### config.mk
export PLATFORM = sky130hd
export DESIGN_NAME = vocab_port_arbiter
export DESIGN_NICKNAME = d
export VERILOG_FILES = /design/src/rtl/vocab_arb_pkg.sv /design/src/rtl/rr_pick.sv /design/src/rtl/vocab_port_arbiter.sv
export SDC_FILE = /design/constraint.sdc
export NUM_CORES = 1
export LEC_CHECK = 0
export ABC_AREA = 1
export BUFFER_PORTS_ARGS = -buffer_cell sky130_fd_sc_hd__buf_2
export CORE_AREA = 2 2 39 41
export CTS_CLUSTER_SIZE = 14
export DETAILED_ROUTE_END_ITERATION = 8
export DIE_AREA = 0 0 41 43
export PLACE_DENSITY = 0.85
export SKIP_LAST_GASP = 1
export SLEW_MARGIN = 20
export SYNTH_ARGS = -nofsm -noshare
export SYNTH_HDL_FRONTEND = slang
export SYNTH_SLANG_ARGS = --single-unit
### constraint.sdc
create_clock -name clk -period 2.05 [get_ports clk]
set_input_delay 0.615 -clock clk [delete_from_list [all_inputs] [get_ports clk]]
set_output_delay 0.615 -clock clk [all_outputs]
set_load 0.005 [all_outputs]
### src/rtl/vocab_arb_pkg.sv
// Shared types and helpers for the vocab SRAM port arbiter and its pickers.
package vocab_arb_pkg;

  // Arbiter FSM states
  typedef enum logic {
    ARB_IDLE  = 1'b0,
    ARB_OWNED = 1'b1
  } arb_state_e;

  localparam int unsigned MAX_NUM_REQ = 8;

  // Width of a requester index; never narrower than one bit
  function automatic int unsigned owner_width(input int unsigned n);
    if (n <= 2) begin
      return 1;
    end
    return $clog2(n);
  endfunction

endpackage

### src/rtl/rr_pick.sv
// Combinational round-robin picker: first requester after last_owner, wrapping.
module rr_pick
  import vocab_arb_pkg::*;
#(
  parameter int unsigned NUM_REQ = 2,
  parameter int unsigned OW      = owner_width(NUM_REQ)
) (
  input  logic [NUM_REQ-1:0] req,
  input  logic [OW-1:0]      last_owner,
  output logic [NUM_REQ-1:0] pick,
  output logic [OW-1:0]      pick_idx,
  output logic               any
);

  // Search last_owner+1 .. last_owner+NUM_REQ (mod NUM_REQ); first hit wins
  always_comb begin : search
    int            idx;
    logic [OW-1:0] sel;
    pick     = '0;
    pick_idx = '0;
    any      = 1'b0;
    idx      = 0;
    sel      = '0;
    for (int k = 1; k <= int'(NUM_REQ); k++) begin
      idx = (int'(last_owner) + k) % int'(NUM_REQ);
      sel = OW'(idx);
      if (!any && req[sel]) begin
        any       = 1'b1;
        pick_idx  = sel;
        pick[sel] = 1'b1;
      end
    end
  end

endmodule

### src/rtl/vocab_port_arbiter.sv
// Round-robin arbiter sharing one read-only vocab SRAM port among word matchers.
// A locked grant lets one matcher walk a whole null-terminated entry.
// Optional feature macro: VOCAB_PORT_ARBITER_BURST_LIMIT_EN caps each grant
// at MAX_BURST beats.
module vocab_port_arbiter
  import vocab_arb_pkg::*;
#(
  parameter int unsigned NUM_REQ    = 2,
  parameter int unsigned ADDR_WIDTH = 4,
  parameter int unsigned DATA_WIDTH = 8,
  parameter int unsigned MAX_BURST  = 16
) (
  input  logic                          clk,
  input  logic                          rst,
  input  logic [NUM_REQ-1:0]            req,
  input  logic [NUM_REQ-1:0]            lock,
  input  logic [NUM_REQ*ADDR_WIDTH-1:0] req_addr,
  output logic [NUM_REQ-1:0]            gnt,
  output logic [NUM_REQ-1:0]            rd_valid,
  output logic [DATA_WIDTH-1:0]         rd_data,
  output logic                          sram_cs,
  output logic [ADDR_WIDTH-1:0]         sram_addr,
  input  logic [DATA_WIDTH-1:0]         sram_dout
);

  localparam int unsigned OW = owner_width(NUM_REQ);
  localparam logic [OW-1:0] LAST_OWNER_RST = OW'(NUM_REQ - 1);

  // Elaboration-time parameter sanity
  if (NUM_REQ < 2 || NUM_REQ > MAX_NUM_REQ) begin : g_bad_num_req
    $error("vocab_port_arbiter: NUM_REQ must be within 2..%0d", MAX_NUM_REQ);
  end
  if (MAX_BURST < 1) begin : g_bad_max_burst
    $error("vocab_port_arbiter: MAX_BURST must be at least 1");
  end

  arb_state_e           state_q, state_d;
  logic [OW-1:0]        owner_q, owner_d;
  logic [OW-1:0]        last_owner_q, last_owner_d;
  logic [NUM_REQ-1:0]   gnt_q, gnt_d;
  logic                 pend_q, pend_d;
  logic [OW-1:0]        pend_tag_q, pend_tag_d;

  logic [ADDR_WIDTH-1:0] addr_arr [NUM_REQ];
  logic [NUM_REQ-1:0]    pick_oh;
  logic [OW-1:0]         pick_idx;
  logic                  pick_any;
  logic                  owner_req;
  logic                  owner_lock;
  logic [ADDR_WIDTH-1:0] owner_addr;
  logic                  beat;
  logic                  limit_hit;

  // Unpack the flat per-requester address bus
  for (genvar i = 0; i < int'(NUM_REQ); i++) begin : g_addr
    assign addr_arr[i] = req_addr[i*ADDR_WIDTH +: ADDR_WIDTH];
  end

  rr_pick #(
    .NUM_REQ (NUM_REQ),
    .OW      (OW)
  ) u_rr_pick (
    .req        (req),
    .last_owner (last_owner_q),
    .pick       (pick_oh),
    .pick_idx   (pick_idx),
    .any        (pick_any)
  );

  assign owner_req  = req[owner_q];
  assign owner_lock = lock[owner_q];
  assign owner_addr = addr_arr[owner_q];
  assign beat       = (state_q == ARB_OWNED) && owner_req;

`ifdef VOCAB_PORT_ARBITER_BURST_LIMIT_EN
  localparam int unsigned BW = $clog2(MAX_BURST + 1);
  logic [BW-1:0] beat_cnt_q, beat_cnt_d;

  // This beat is the MAX_BURST-th of the grant
  assign limit_hit = (beat_cnt_q == BW'(MAX_BURST - 1));
`else
  assign limit_hit = 1'b0;
`endif

  // Next-state: arbitration in IDLE, beats and release in OWNED
  always_comb begin
    state_d      = state_q;
    owner_d      = owner_q;
    last_owner_d = last_owner_q;
    gnt_d        = gnt_q;
    pend_d       = 1'b0;
    pend_tag_d   = pend_tag_q;
`ifdef VOCAB_PORT_ARBITER_BURST_LIMIT_EN
    beat_cnt_d   = beat_cnt_q;
`endif
    case (state_q)
      ARB_IDLE: begin
        if (pick_any) begin
          state_d = ARB_OWNED;
          owner_d = pick_idx;
          gnt_d   = pick_oh;
`ifdef VOCAB_PORT_ARBITER_BURST_LIMIT_EN
          beat_cnt_d = '0;
`endif
        end
      end
      ARB_OWNED: begin
        if (!owner_req) begin
          // Owner withdrew: release without an access
          state_d      = ARB_IDLE;
          gnt_d        = '0;
          last_owner_d = owner_q;
        end else begin
          pend_d     = 1'b1;
          pend_tag_d = owner_q;
`ifdef VOCAB_PORT_ARBITER_BURST_LIMIT_EN
          beat_cnt_d = beat_cnt_q + BW'(1);
`endif
          if (!owner_lock || limit_hit) begin
            state_d      = ARB_IDLE;
            gnt_d        = '0;
            last_owner_d = owner_q;
          end
        end
      end
      default: begin
        state_d = ARB_IDLE;
        gnt_d   = '0;
      end
    endcase
  end

  // State and output registers with synchronous reset
  always_ff @(posedge clk) begin
    if (rst) begin
      state_q      <= ARB_IDLE;
      owner_q      <= '0;
      last_owner_q <= LAST_OWNER_RST;
      gnt_q        <= '0;
      pend_q       <= 1'b0;
      pend_tag_q   <= '0;
`ifdef VOCAB_PORT_ARBITER_BURST_LIMIT_EN
      beat_cnt_q   <= '0;
`endif
    end else begin
      state_q      <= state_d;
      owner_q      <= owner_d;
      last_owner_q <= last_owner_d;
      gnt_q        <= gnt_d;
      pend_q       <= pend_d;
      pend_tag_q   <= pend_tag_d;
`ifdef VOCAB_PORT_ARBITER_BURST_LIMIT_EN
      beat_cnt_q   <= beat_cnt_d;
`endif
    end
  end

  // Read-valid tag decode; a reset cycle kills the in-flight read
  always_comb begin
    rd_valid = '0;
    if (pend_q && !rst) begin
      rd_valid[pend_tag_q] = 1'b1;
    end
  end

  assign gnt       = gnt_q;
  assign rd_data   = sram_dout;
  assign sram_cs   = beat && !rst;
  assign sram_addr = sram_cs ? owner_addr : '0;

endmodule

---- Yosys cells after proc, flatten, opt, wreduce, memory -nomap -nowiden ----
Cells that the tools add are included.
word-level totals
  memories ................................ 0
  latch bits .............................. 0
  RAM bits ................................ 0
  output and inout bits ................... 17
  input bits .............................. 22
  register bits ........................... 7
  memory bits (read-only) ................. 0
  word-level logic and storage cells ...... 72
cells by class
  equal/unequal tests ..................... 3
  order comparisons ....................... 8
  $add $sub $neg .......................... 2
  bitwise operators ....................... 3
  divide/modulo/power cells ............... 0
  reduce and logical (&&, ||, !) cells .... 14
  multipliers ............................. 0
  shifts and indexed selects .............. 0
  mux-type cells .......................... 36
operators with widths
  kind                                                 count
  2-to-1 mux 1 bit                                     21
  2-to-1 mux 4 bit                                     4
  2-to-1 mux 2 bit                                     6
  < comparator 1 x 2 -> 1 bit (second input constant)  4
  AND reduction 2 bit                                  4
  logical AND 1 bit                                    7
  != test 2 bit (second input constant)                2
  one-hot mux 2 bit (2 select lines)                   1
  demux 1 bit (select 1 bit)                           3
  >= comparator 1 bit (second input constant)          3
  != test 3 bit (second input constant)                1
  adder 1 bit (second input constant)                  2
  >= comparator 2 bit (second input constant)          1
  logical NOT 1 bit                                    2
  NOT 1 -> 2 bit                                       1
  bitwise OR 2 bit                                     1
  one-hot mux 1 bit (2 select lines)                   1
  OR reduction 2 bit                                   1
  NOT 1 bit                                            1

---- Logic depth before layout (Yosys ltp) ----
  word-level depth ........................ 10
  mapped depth ............................ 8
  depth with buffers taken out ............ 7

---- Cells and area by module ----
From an unflattened synthesis, not the netlist that was laid out.
unflattened totals
  cell total of the unflattened synthesis .. 70
  area total of the unflattened synthesis .. 501.7 um2
by module, submodules not included
  module              seq. area each (um2)  instances  area an instance (um2)  cells each
  vocab_port_arbiter  140.1                 1          471.7                   63
  rr_pick             0.0                   1          30.0                    7

---- Worst setup path after synthesis ----
Ideal clock, no wire load.
  path type ............................... in2out
  start point ............................. input rst
  end point ............................... output sram_addr[0]
  path buffers ............................ 1
  data required time ...................... 1.435 ns
  setup slack ............................. 0.315 ns
  stages .................................. 4
  data arrival time ....................... 1.120 ns
  cell sequence ........................... clkbuf_1 -> nor2_4 -> inv_2 -> a21oi_2
between the ends
  longest elaborated chain between the ends .. 3
ends and longest elaborated chain
  item               line                       text
  start, declared    vocab_port_arbiter.sv:14   input logic rst,
  logical NOT 1 bit  vocab_port_arbiter.sv:168  assign sram_cs = beat && !rst;
  logical AND 1 bit  vocab_port_arbiter.sv:168
  net sram_cs        vocab_port_arbiter.sv:21   output logic sram_cs,
  2-to-1 mux 4 bit   vocab_port_arbiter.sv:169  assign sram_addr = sram_cs ? owner_addr : '0;
  end, declared      vocab_port_arbiter.sv:22   output logic [ADDR_WIDTH-1:0] sram_addr,
The timed path passes the listed nets, and every way through them passes these cells.

---- Final worst setup path ----
  start point ............................. input req[1]
  end point ............................... output sram_addr[1]
between the ends
  longest elaborated chain between the ends .. 5
ends and longest elaborated chain
  item                                                 line                       text
  start, declared                                      vocab_port_arbiter.sv:15   input logic [NUM_REQ-1:0] req,
  2-to-1 mux 1 bit (not written as such) (2 in a row)  vocab_port_arbiter.sv:70   assign owner_req = req[owner_q];
  logical AND 1 bit                                    vocab_port_arbiter.sv:73   assign beat = (state_q == ARB_OWNED) && owner_req;
  logical AND 1 bit                                    vocab_port_arbiter.sv:168
  2-to-1 mux 4 bit                                     vocab_port_arbiter.sv:169
No other way between the ends. The select of a mux whose other input is x is not followed.

==> run_results.csv <==
group,metric,value,unit
worst_setup_path,cp_top_family,"buffers and inverters",
synth,synth.avg_cell_area,7.64,sq um
synth,yosysUniqueCellTypes,20,
synth,synthArstFlopShare,0,%
worst_setup_path,slowest_delay,0.14,ns
timing,clock.fmax,0.510,GHz
power_and_ir_drop,p_sw_share,30.3,%
clock_network,cts.sinks,7,
worst_setup_path,endpoint,"sram_addr[1]",
clock_network,cts_tree,"yes",
worst_setup_path,worstPathArrival,1.35,ns
layout,final_util,42.0,%
timing,final.setup.tns,0,ns
worst_setup_path,slowest_stage,"clkbuf_4",
global_routing,grt_pass1_wl,1790,um
clock_network,htreeDepth,1,
timing,tightest_slew,0.235,ns
global_routing,antenna_found_initial,0,
power_and_ir_drop,comb_power_share,22.9,%
timing,hold_violations,0,
layout,antenna_cells,0,
synth,ys_ff_latch,7,
floorplan,coreArea,1380,sq um
route,drt-initial-drc-count,5,
power_and_ir_drop,p_int,0.258,mW
placed_design,numPortBuffers,22,
power_and_ir_drop,leakage,0.287,nW
floorplan,die_h,43,um
clock_network,postCtsSetupRepairBufs,0,
worst_setup_path,criticalPathCategory,"in -> out",
worst_setup_path,path_buf_inv,3,
layout,final_cells,97,
power_and_ir_drop,p_clk_share,35.0,%
global_routing,grt_max_degree,10,
global_routing,grt_usage,14.9,%
floorplan,start_util,35.4,%
clock_network,cts_root_buf,"clkbuf_4",
layout,drive_gt1_share,49.4,%
route,routed_wirelength,1040,um
status,outcome,"finished clean",
layout,syn2layout_area_growth,18.7,%
route,num_vias,457,
clock_network,cts_inserted_buffers,3,
power_and_ir_drop,ir_drop,0.000311,V
worst_setup_path,reg2reg_from,"owner_q",
clock_network,clock_latency,0.26,ns
timing,fin_skew,0.00632,ns
power_and_ir_drop,powerDensity,637,nW/um^2
floorplan,num_rows,14,
synth,seq_area_frac_synth,28.6,%
worst_setup_path,worst-path-stages,8,
synth,yosys_warnings,0,
placed_design,place_congestion,0.737,
worst_setup_path,cp.required,1.43,ns
timing,rsz0062_at_grt,"no",
timing,finalSetupViolCount,0,
power_and_ir_drop,power,0.370,mW
layout,register_area,140,sq um
floorplan,die_area,1760,sq um
global_routing,gr-total-overflow,0,
route,detail_route.wl_per_cell,10.7,um
timing,slew_headroom,84.3,%
route,drc_errors,0,
synth,synth_commonest_cells,"14 x nand2_1, 8 x buf_4, 7 x dfxtp_1, 5 x a21oi_1",
timing,drv_slew,0,
synth,synth_area_leader_cell,"dfxtp_1",
worst_hold_path,hp-class,"reg -> reg",
placed_design,place.detailed.hpwl,857,um
synth,syn_area,489,sq um
power_and_ir_drop,p_sw,0.112,mW
synth,synthTopCellsByArea,"dfxtp_1 29%, buf_4 12%, nand2_1 11%",
power_and_ir_drop,seqPwrFrac,42.1,%
worst_setup_path,reg2reg_to,"gnt[1]",
floorplan,ios,39,
synth,synth-edff-count,0,
job,drv_cap,0,
worst_setup_path,crit_fanout,4,
route,viasPerCell,4.71,
worst_setup_path,crit_start,"req[1]",
timing,min_period,1.96,ns
worst_setup_path,reg2reg_depth,7,
worst_setup_path,regToRegSetupSlack,0.85,ns
global_routing,grt_pass1_vias,463,
worst_setup_path,crit_chain,"clkbuf_4, nand2_2, nand2_4, nand2_4, nor2_4, inv_2, a21oi_2, buf_2",
worst_setup_path,cp-start-kind,"input pin",
synth,synth.most_common_cell,"nand2_1",
timing,post-route-period-util,95.7,%
route,dr.pass1.iters,4,
worst_setup_path,end_kind,"output port",
synth,syn_inst,64,
placed_design,placed_cell_area,552,sq um
floorplan,fp.dieW,41,um
layout,multiInputGateArea,246,sq um
synth,synth_ff_type,"dfxtp_1",
placed_design,dp.cells,93,
route,ant_nets,0,
worst_setup_path,cp_common_cell,"nand2_4",
clock_network,postCtsHoldBufs,0,
layout,final_area,581,sq um
clock_network,clk_pin_slew,0.05,ns
clock_network,cts_buffer_depth,2,
synth,syn-num-nets,86,
layout,nFillCells,149,
synth,yosys.area.top_type_share,28.6,%
layout,nets,104,
area by class of cell:
class	instances	share of cell area, %
clock buffer	4	4.53
sequential	7	24.1
inverter	6	4.74
multi-input combinational	41	42.5
timing repair buffer	23	20.7
tap	16	3.45
power groups by stage:
stage	Clock, mW	Sequential, mW	Combinational, mW
floorplan	0	0.156	0.0699
global placement	0	0.158	0.0813
detailed placement	0	0.158	0.0839
CTS	0.131	0.156	0.0844
global route	0.144	0.157	0.0948
finish	0.129	0.156	0.0847
what timing repair did:
item	in CTS	in global routing
gates resized for setup	0	1
endpoints found under the setup margin	0	2
hold endpoints to repair	0	0
cell families after synthesis:
family	synth area share, %
AOI/OAI and AO/OA	19.7
DFF	28.6
and+or+nand+nor	30.7
buffers and inverters	21.0
worst register-to-register path: stages, from the launching register on:
cell and delay (ns):
dfxtp_1 0.44, buf_4 0.19, nand2_1 0.05, nand2_1 0.10
nand2_2 0.06, nand2_2 0.08, nand3_1 0.07, a21oi_1 0.13
per-stage QoR:
stage          worst slack (ns)  hold WS (ns)
5_1_grt                 0.00771         0.500
3_5_place_dp             0.0678         0.477
6_report                 0.0880         0.484
3_3_place_gp             0.0858         0.467
4_1_cts                  0.0688         0.488
2_1_floorplan             0.315         0.446
cells in the final DEF (no fill, tap or decap), drive strengths merged:
cell / n
dfxtp: 7
buf: 22
nand3: 4
o211ai: 1
nor3: 2
a21o: 1
clkbuf: 5
o21ai: 2
inv: 6
nand2: 20
a21oi: 9
nor2: 2
metal layers:
metal | vias up | GRT usage (%) | part of all wire [%]
met1 | 210 | 16.0 | 36
met4 | 0 | 6.67 | 1.3
met5 | - | 0 | 0
met2 | 11 | 25.0 | 55
met3 | 2 | 4.71 | 7.9
li1 | 234 | - | -
registers in the layout (all words and copies together), names as in the netlist:
| signal | count |
|---|---|
| pend_q | 1 |
| last_owner_q | 1 |
| gnt | 2 |
| owner_q | 1 |
| state_q | 1 |
| pend_tag_q | 1 |
worst min path at each step:
stage            startpoint           end  slack (ns)  depth (start not counted)
2_1_floorplan  last_owner_q  last_owner_q        0.45                          2
3_3_place_gp         gnt[0]        gnt[0]        0.47                          2
3_5_place_dp   last_owner_q  last_owner_q        0.48                          2
4_1_cts              gnt[1]        gnt[1]        0.49                          2
5_1_grt        last_owner_q  last_owner_q        0.50                          2
6_report             gnt[1]        gnt[1]        0.48                          2
No activity file was read; power rests on OpenSTA's default activity.
